===== config.mk =====
export PLATFORM = sky130hd
export DESIGN_NAME = chain_scoreboard_flat
export DESIGN_NICKNAME = d
export VERILOG_FILES = /design/src/rtl/chain_sb_pkg.sv /design/src/rtl/chain_sb_if.sv /design/src/rtl/chain_sb_occ.sv /design/src/rtl/chain_scoreboard.sv /design/src/flat_wrapper.sv
export SDC_FILE = /design/constraint.sdc
export NUM_CORES = 1
export LEC_CHECK = 0
export ABC_AREA = 1
export ABC_CLOCK_PERIOD_IN_PS = 2280
export CORE_MARGIN = 2
export CORE_UTILIZATION = 52
export DETAILED_ROUTE_END_ITERATION = 12
export MAX_ROUTING_LAYER = met4
export PLACE_DENSITY_LB_ADDON = 0.1
export RECOVER_POWER = 50
export SYNTH_ARGS = -nofsm -noshare
export SYNTH_HDL_FRONTEND = slang
export SYNTH_HIERARCHICAL = 1
export SYNTH_SLANG_ARGS = --single-unit

===== constraint.sdc =====
create_clock -name clk -period 2.28 [get_ports clk]
set_clock_uncertainty 0.2 [all_clocks]
set_input_delay 0.342 -clock clk [delete_from_list [all_inputs] [get_ports clk]]
set_output_delay 0.342 -clock clk [all_outputs]
set_load 0.05 [all_outputs]

===== src/rtl/chain_sb_pkg.sv =====
// Shared types for the FIFO-chain scoreboard: tracker state and sticky error codes.
package chain_sb_pkg;
  typedef enum logic [1:0] {IDLE, TRACK, DONE} sb_state_e;
  typedef enum logic [2:0] {
    E_NONE = 3'd0,
    E_DATA = 3'd1,
    E_FLAG = 3'd2,
    E_OVF  = 3'd3,
    E_UDF  = 3'd4
  } sb_err_e;
endpackage


===== src/rtl/chain_sb_if.sv =====
// Observation bus between a FIFO chain (or its stimulus) and the chain scoreboard.
interface chain_sb_if #(
  parameter int WIDTH   = 8,
  parameter int NSTAGES = 2
);
  localparam int SW = $clog2(NSTAGES) + 1;

  logic               start;
  logic               push;
  logic [WIDTH-1:0]   data_in;
  logic [NSTAGES-1:0] pop;
  logic [WIDTH-1:0]   data_out;
  logic [NSTAGES-1:0] empty_ref;
  logic [NSTAGES-1:0] full_ref;
  logic               tracking;
  logic               done;
  logic [SW-1:0]      stage_idx;
  logic [2:0]         err;
  logic               prop_signal;

  modport master (
    output start, push, data_in, pop, data_out, empty_ref, full_ref,
    input  tracking, done, stage_idx, err, prop_signal
  );
  modport slave (
    input  start, push, data_in, pop, data_out, empty_ref, full_ref,
    output tracking, done, stage_idx, err, prop_signal
  );
endinterface


===== src/rtl/chain_sb_occ.sv =====
// Shadow occupancy counter for one FIFO stage with overflow/underflow/flag checks.
module chain_sb_occ #(
  parameter int DEPTH       = 4,
  parameter int CHECK_FLAGS = 1,
  parameter int CW          = $clog2(DEPTH + 1)
) (
  input  logic          clk,
  input  logic          rst_n,
  input  logic          in_vld,
  input  logic          pop,
  input  logic          empty_ref,
  input  logic          full_ref,
  output logic [CW-1:0] cnt,
  output logic          ovf,
  output logic          udf,
  output logic          flag_err
);
  logic [CW-1:0] cnt_q, cnt_d;
  logic          is_full, is_empty;

  assign is_full  = (cnt_q == CW'(DEPTH));
  assign is_empty = (cnt_q == '0);
  assign cnt      = cnt_q;

  always_comb begin
    cnt_d    = cnt_q;
    ovf      = in_vld && !pop && is_full;
    udf      = pop && is_empty;
    // Counter saturates at both ends; a simultaneous in/out leaves it unchanged.
    if (in_vld && !pop && !is_full)
      cnt_d = cnt_q + CW'(1);
    else if (pop && !in_vld && !is_empty)
      cnt_d = cnt_q - CW'(1);
    flag_err = (CHECK_FLAGS != 0) &&
               ((empty_ref != is_empty) || (full_ref != is_full));
  end

  always_ff @(posedge clk or negedge rst_n) begin
    if (!rst_n) cnt_q <= '0;
    else        cnt_q <= cnt_d;
  end
endmodule


===== src/rtl/chain_scoreboard.sv =====
// End-to-end scoreboard for NSTAGES chained FIFOs: tracks one magic packet to
// egress, checks its data, and checks each stage's flags against shadow counts.
module chain_scoreboard
  import chain_sb_pkg::*;
#(
  parameter int WIDTH       = 8,
  parameter int DEPTH       = 4,
  parameter int NSTAGES     = 2,
  parameter int CHECK_FLAGS = 1
) (
  input logic      clk,
  input logic      rst_n,
  chain_sb_if.slave sb
);
  localparam int CW = $clog2(DEPTH + 1);
  localparam int SW = $clog2(NSTAGES) + 1;

  logic [NSTAGES-1:0][CW-1:0] cnt;
  logic [NSTAGES-1:0]         in_vld, ovf, udf, flag_err;

  for (genvar i = 0; i < NSTAGES; i++) begin : g_stage
    if (i == 0) begin : g_in
      assign in_vld[i] = sb.push;
    end else begin : g_in
      assign in_vld[i] = sb.pop[i-1];
    end
    chain_sb_occ #(.DEPTH(DEPTH), .CHECK_FLAGS(CHECK_FLAGS), .CW(CW)) u_occ (
      .clk(clk), .rst_n(rst_n), .in_vld(in_vld[i]), .pop(sb.pop[i]),
      .empty_ref(sb.empty_ref[i]), .full_ref(sb.full_ref[i]),
      .cnt(cnt[i]), .ovf(ovf[i]), .udf(udf[i]), .flag_err(flag_err[i])
    );
  end

  sb_state_e        state_q, state_d;
  sb_err_e          err_q, err_d;
  logic [WIDTH-1:0] magic_q, magic_d;
  logic [CW-1:0]    ahead_q, ahead_d, ahead0, nxt_ahead;
  logic [SW-1:0]    stage_q, stage_d;
  logic             cur_pop, data_err;

  // Entries ahead of a packet entering a stage: that stage's pre-update count
  // less any entry leaving it in the same cycle.
  always_comb begin
    ahead0    = (sb.pop[0] && cnt[0] != '0) ? cnt[0] - CW'(1) : cnt[0];
    cur_pop   = 1'b0;
    nxt_ahead = '0;
    for (int i = 0; i < NSTAGES; i++) begin
      if (SW'(i) == stage_q) cur_pop = sb.pop[i];
      if (i > 0 && SW'(i) == stage_q + SW'(1))
        nxt_ahead = (sb.pop[i] && cnt[i] != '0) ? cnt[i] - CW'(1) : cnt[i];
    end
  end

  always_comb begin
    state_d  = state_q;
    magic_d  = magic_q;
    ahead_d  = ahead_q;
    stage_d  = stage_q;
    data_err = 1'b0;
    case (state_q)
      IDLE: if (sb.start && sb.push) begin
        magic_d = sb.data_in;
        ahead_d = ahead0;
        stage_d = '0;
        state_d = TRACK;
      end
      TRACK: if (cur_pop) begin
        if (ahead_q != '0) begin
          ahead_d = ahead_q - CW'(1);
        end else if (stage_q != SW'(NSTAGES - 1)) begin
          stage_d = stage_q + SW'(1);
          ahead_d = nxt_ahead;
        end else begin
          data_err = (sb.data_out != magic_q);
          stage_d  = '0;
          state_d  = DONE;
        end
      end
      default: ;
    endcase
  end

  // First error wins; simultaneous errors resolve in code order.
  always_comb begin
    err_d = err_q;
    if (err_q == E_NONE) begin
      if (data_err)        err_d = E_DATA;
      else if (|flag_err)  err_d = E_FLAG;
      else if (|ovf)       err_d = E_OVF;
      else if (|udf)       err_d = E_UDF;
    end
  end

  always_ff @(posedge clk or negedge rst_n) begin
    if (!rst_n) begin
      state_q <= IDLE;
      err_q   <= E_NONE;
      magic_q <= '0;
      ahead_q <= '0;
      stage_q <= '0;
    end else begin
      state_q <= state_d;
      err_q   <= err_d;
      magic_q <= magic_d;
      ahead_q <= ahead_d;
      stage_q <= stage_d;
    end
  end

  assign sb.tracking    = (state_q == TRACK);
  assign sb.done        = (state_q == DONE);
  assign sb.stage_idx   = stage_q;
  assign sb.err         = err_q;
  assign sb.prop_signal = (err_q == E_NONE);
endmodule

===== src/flat_wrapper.sv =====
// flat-port wrapper written by rule: the top's interface ports become plain ports
module chain_scoreboard_flat import chain_sb_pkg::*;
#(
  parameter int WIDTH       = 8,
  parameter int DEPTH       = 4,
  parameter int NSTAGES     = 2,
  parameter int CHECK_FLAGS = 1
)
  (clk, rst_n, sb_start, sb_push, sb_data_in, sb_pop, sb_data_out, sb_empty_ref, sb_full_ref, sb_tracking, sb_done, sb_stage_idx, sb_err, sb_prop_signal);
  chain_sb_if #(.WIDTH(WIDTH), .NSTAGES(NSTAGES)) sb_i ();
  input logic clk;
  input logic rst_n;
  input wire logic [$bits(sb_i.start)-1:0] sb_start;
  input wire logic [$bits(sb_i.push)-1:0] sb_push;
  input wire logic [$bits(sb_i.data_in)-1:0] sb_data_in;
  input wire logic [$bits(sb_i.pop)-1:0] sb_pop;
  input wire logic [$bits(sb_i.data_out)-1:0] sb_data_out;
  input wire logic [$bits(sb_i.empty_ref)-1:0] sb_empty_ref;
  input wire logic [$bits(sb_i.full_ref)-1:0] sb_full_ref;
  output wire logic [$bits(sb_i.tracking)-1:0] sb_tracking;
  output wire logic [$bits(sb_i.done)-1:0] sb_done;
  output wire logic [$bits(sb_i.stage_idx)-1:0] sb_stage_idx;
  output wire logic [$bits(sb_i.err)-1:0] sb_err;
  output wire logic [$bits(sb_i.prop_signal)-1:0] sb_prop_signal;
  assign sb_i.start = sb_start;
  assign sb_i.push = sb_push;
  assign sb_i.data_in = sb_data_in;
  assign sb_i.pop = sb_pop;
  assign sb_i.data_out = sb_data_out;
  assign sb_i.empty_ref = sb_empty_ref;
  assign sb_i.full_ref = sb_full_ref;
  assign sb_tracking = sb_i.tracking;
  assign sb_done = sb_i.done;
  assign sb_stage_idx = sb_i.stage_idx;
  assign sb_err = sb_i.err;
  assign sb_prop_signal = sb_i.prop_signal;
  chain_scoreboard #(.WIDTH(WIDTH), .DEPTH(DEPTH), .NSTAGES(NSTAGES), .CHECK_FLAGS(CHECK_FLAGS)) u_core (.clk(clk), .rst_n(rst_n), .sb(sb_i));
endmodule

==> flow_summary.yaml <==
setup_path:
  end_kind: "output pin"
  crit_family: "buffers and inverters"
  critPathBufInv: 1
  startpoint: "u_core/sb.stage_idx[1]$_DFFE_PN0P_"
  critical_path_class: "reg -> out"
  cp.arrival_ns: 1.61
  cpPeakStageDelay_ns: 0.83
  path_cells: "clkdlybuf4s50_1"
  start_kind: "register"
  cp_slowest_cell: "clkdlybuf4s50_1"
  cp_max_fo: 4
  reg2reg_from: "u_core/g_stage[0].u_occ/cnt[0]$_DFFE_PN0P_"
  cp.required_ns: 1.74
floorplanning:
  dieArea_um2: 3811
  die_y_um: 61.73
  rows: 20
  core_um2: 3103
  ios: 34
  initial_utilization: 0.5585
  fp.dieW_um: 61.73
grt:
  grt.overflow.total: 0
  first_global_vias: 1412
  grt_pass1_wl_um: 5754
  grt_max_degree: 25
  grt_use_total: 0.2114
  grt_antenna_before_repair: 0
cts:
  ctsResizeCount: 1
  htree_levels: 1
  clk_pin_slew_ns: 0.13
  clock_latency_ns: 0.33
  cts_root_buf: "clkbuf_4"
  cts_hold_buffers: 0
  cts_tree: "done"
  clock_path_buffers: 2
  cts_sinks: 24
  post-cts-setup-buffers: 0
  numCtsBuffers: 3
cells_and_area:
  final_common_cell: "nand2_1"
  num_antenna_cells: 0
  layout_common_cells: "nand2_1 (75), inv_1 (38), clkdlybuf4s50_1 (28)"
  final_util: 0.6960
  fin_nets: 315
  nFillCells: 287
  drive_gt1_frac: 0.1357
  final_cell_area_um2: 2160
  area_growth_pct: 24.62
power_and_ir_drop:
  peakVddDrop_uv: 498.9
  pwr_density_cell_nw_per_um2: 702.4
  p_leak_uw: 0.001091
synth:
  yosys_warnings: 6
  ys_seq_area_frac: 0.3466
  synth_nets: 274
  ys_seq_elements: 24
  syn_inst: 240
  ys_types: 26
  syn_area_um2: 1733
  avgSynthCellArea_um2: 7.220
timing:
  fmax_mhz: 465.3
  finalWorstSetupSlack_ns: 0.1309
  setup_tns_ns: 0
  finalMaxSlewViolations: 0
  relSlewSlack: 0.1615
  finalCritPeriodShare: 0.9426
  min_period_ns: 2.149
  tightest_slew_ns: 1.258
  setup_violations: 0
  finalHoldViolCount: 0
  rsz0062_at_grt: "no"
drt:
  drt-total-wl_um: 3435
  wire_per_inst_um: 10.60
  first_pass_iters: 4
  final_antenna_net_count: 0
  vias_per_cell: 4.738
  dr.first_iter.drc_count: 32
  num_vias: 1535
  route.detailed.drc: 0
min_path:
  hold_path_class: "reg -> reg"
  worstHoldStart: "u_core/ahead_q[0]$_DFFE_PN0P_"
place:
  place_area_um2: 2143
  dp_hpwl_um: 2781
  port_buffers: 33
  place.gp.congestion: 0.8216
  dpl_worst_slack_ns: 0.05265
flow_run:
  drv_cap: 0
outcome:
  outcome: "completed"
-- worst min-delay path: cells and delay by family, from the launching register on --
family        cells  cell delay [ns]
simple gates      2             0.12
flops             1             0.37
-- synthesized netlist by cell type (all sizes together) --
| library cell | n | area (µm²) |
|---|---|---|
| nand2 | 90 | 395.4 |
| o21ai | 14 | 70.06 |
| nor3 | 4 | 20.02 |
| inv | 41 | 156.4 |
| nand3 | 13 | 70.07 |
| a21oi | 8 | 47.55 |
| ha | 6 | 75.07 |
| buf | 1 | 5.000 |
| o21a | 1 | 7.510 |
| nand4 | 2 | 12.51 |
| fa | 2 | 40.04 |
| nor2 | 23 | 138.9 |
| dfrtp | 24 | 600.6 |
| a31o | 1 | 8.760 |
| o22ai | 1 | 6.260 |
| xor2 | 4 | 35.03 |
| xnor2 | 5 | 43.79 |
-- path summary, 6_finish.rpt --
kind	end	slack, ns	cells past startpoint
worst max-delay path	sb_stage_idx[1]	0.13	1
worst min-delay path	u_core/ahead_q[0]$_DFFE_PN0P_	0.30	2
worst max register to register	u_core/ahead_q[0]$_DFFE_PN0P_	0.28	11
worst min register to register	u_core/ahead_q[0]$_DFFE_PN0P_	0.30	2
max in group asynchronous	u_core/g_stage[0].u_occ/cnt[0]$_DFFE_PN0P_	0.55	2
min in group asynchronous	u_core/sb.stage_idx[0]$_DFFE_PN0P_	0.58	2
-- power breakdown --
part | leakage (µW) | internal, µW | total [µW] | switching [µW]
Combinational | 0.000790 | 295 | 686 | 391
Clock | 0.0000210 | 97.8 | 236 | 138
Sequential | 0.000280 | 487 | 595 | 108
-- sequential cells by signal (all words and copies together), names as in the netlist --
register and count:
u_core/state_q 2, u_core/sb.err 3, u_core/sb.stage_idx 2, u_core/g_stage.u_occ/cnt 6, u_core/ahead_q 3, u_core/magic_q 8
-- through the flow --
step	total power (µW)	instances	hold slack, ns
after floorplan	1111	240	-0.1536
after global placement	1270	320	0.2646
after detailed placement	1300	320	0.2745
after CTS	1538	324	0.1531
after global routing	1682	324	0.3324
final	1517	324	0.2997
-- routing by layer --
metal	track usage	wire length, µm	part of all wire	up-vias
met2	0.3489	1649	0.48	26
met1	0.2650	1592	0.46	684
li1	-	-	-	820
met4	0.08207	60	0.017	0
met5	-	0	0	-
met3	0.02692	132	0.038	5
-- kinds of logic after synthesis --
logic type	share of synthesized area
and+or+nand+nor	0.3675
buffers and inverters	0.09314
DFF	0.3466
adders and majority gates	0.06643
AOI/OAI and AO/OA	0.08087
xor gates and xnor gates	0.04548
-- final cells by class --
type | instances | area [µm²] | share of cell area
multi-input cells | 174 | 968.4 | 0.4484
clock buffers | 4 | 36.28 | 0.01680
inverters | 41 | 156.4 | 0.07242
repair buffers | 37 | 342.8 | 0.1587
well taps | 44 | 55.05 | 0.02549
flip-flops and latches | 24 | 600.6 | 0.2781
Power figures use the tool's default switching activity.
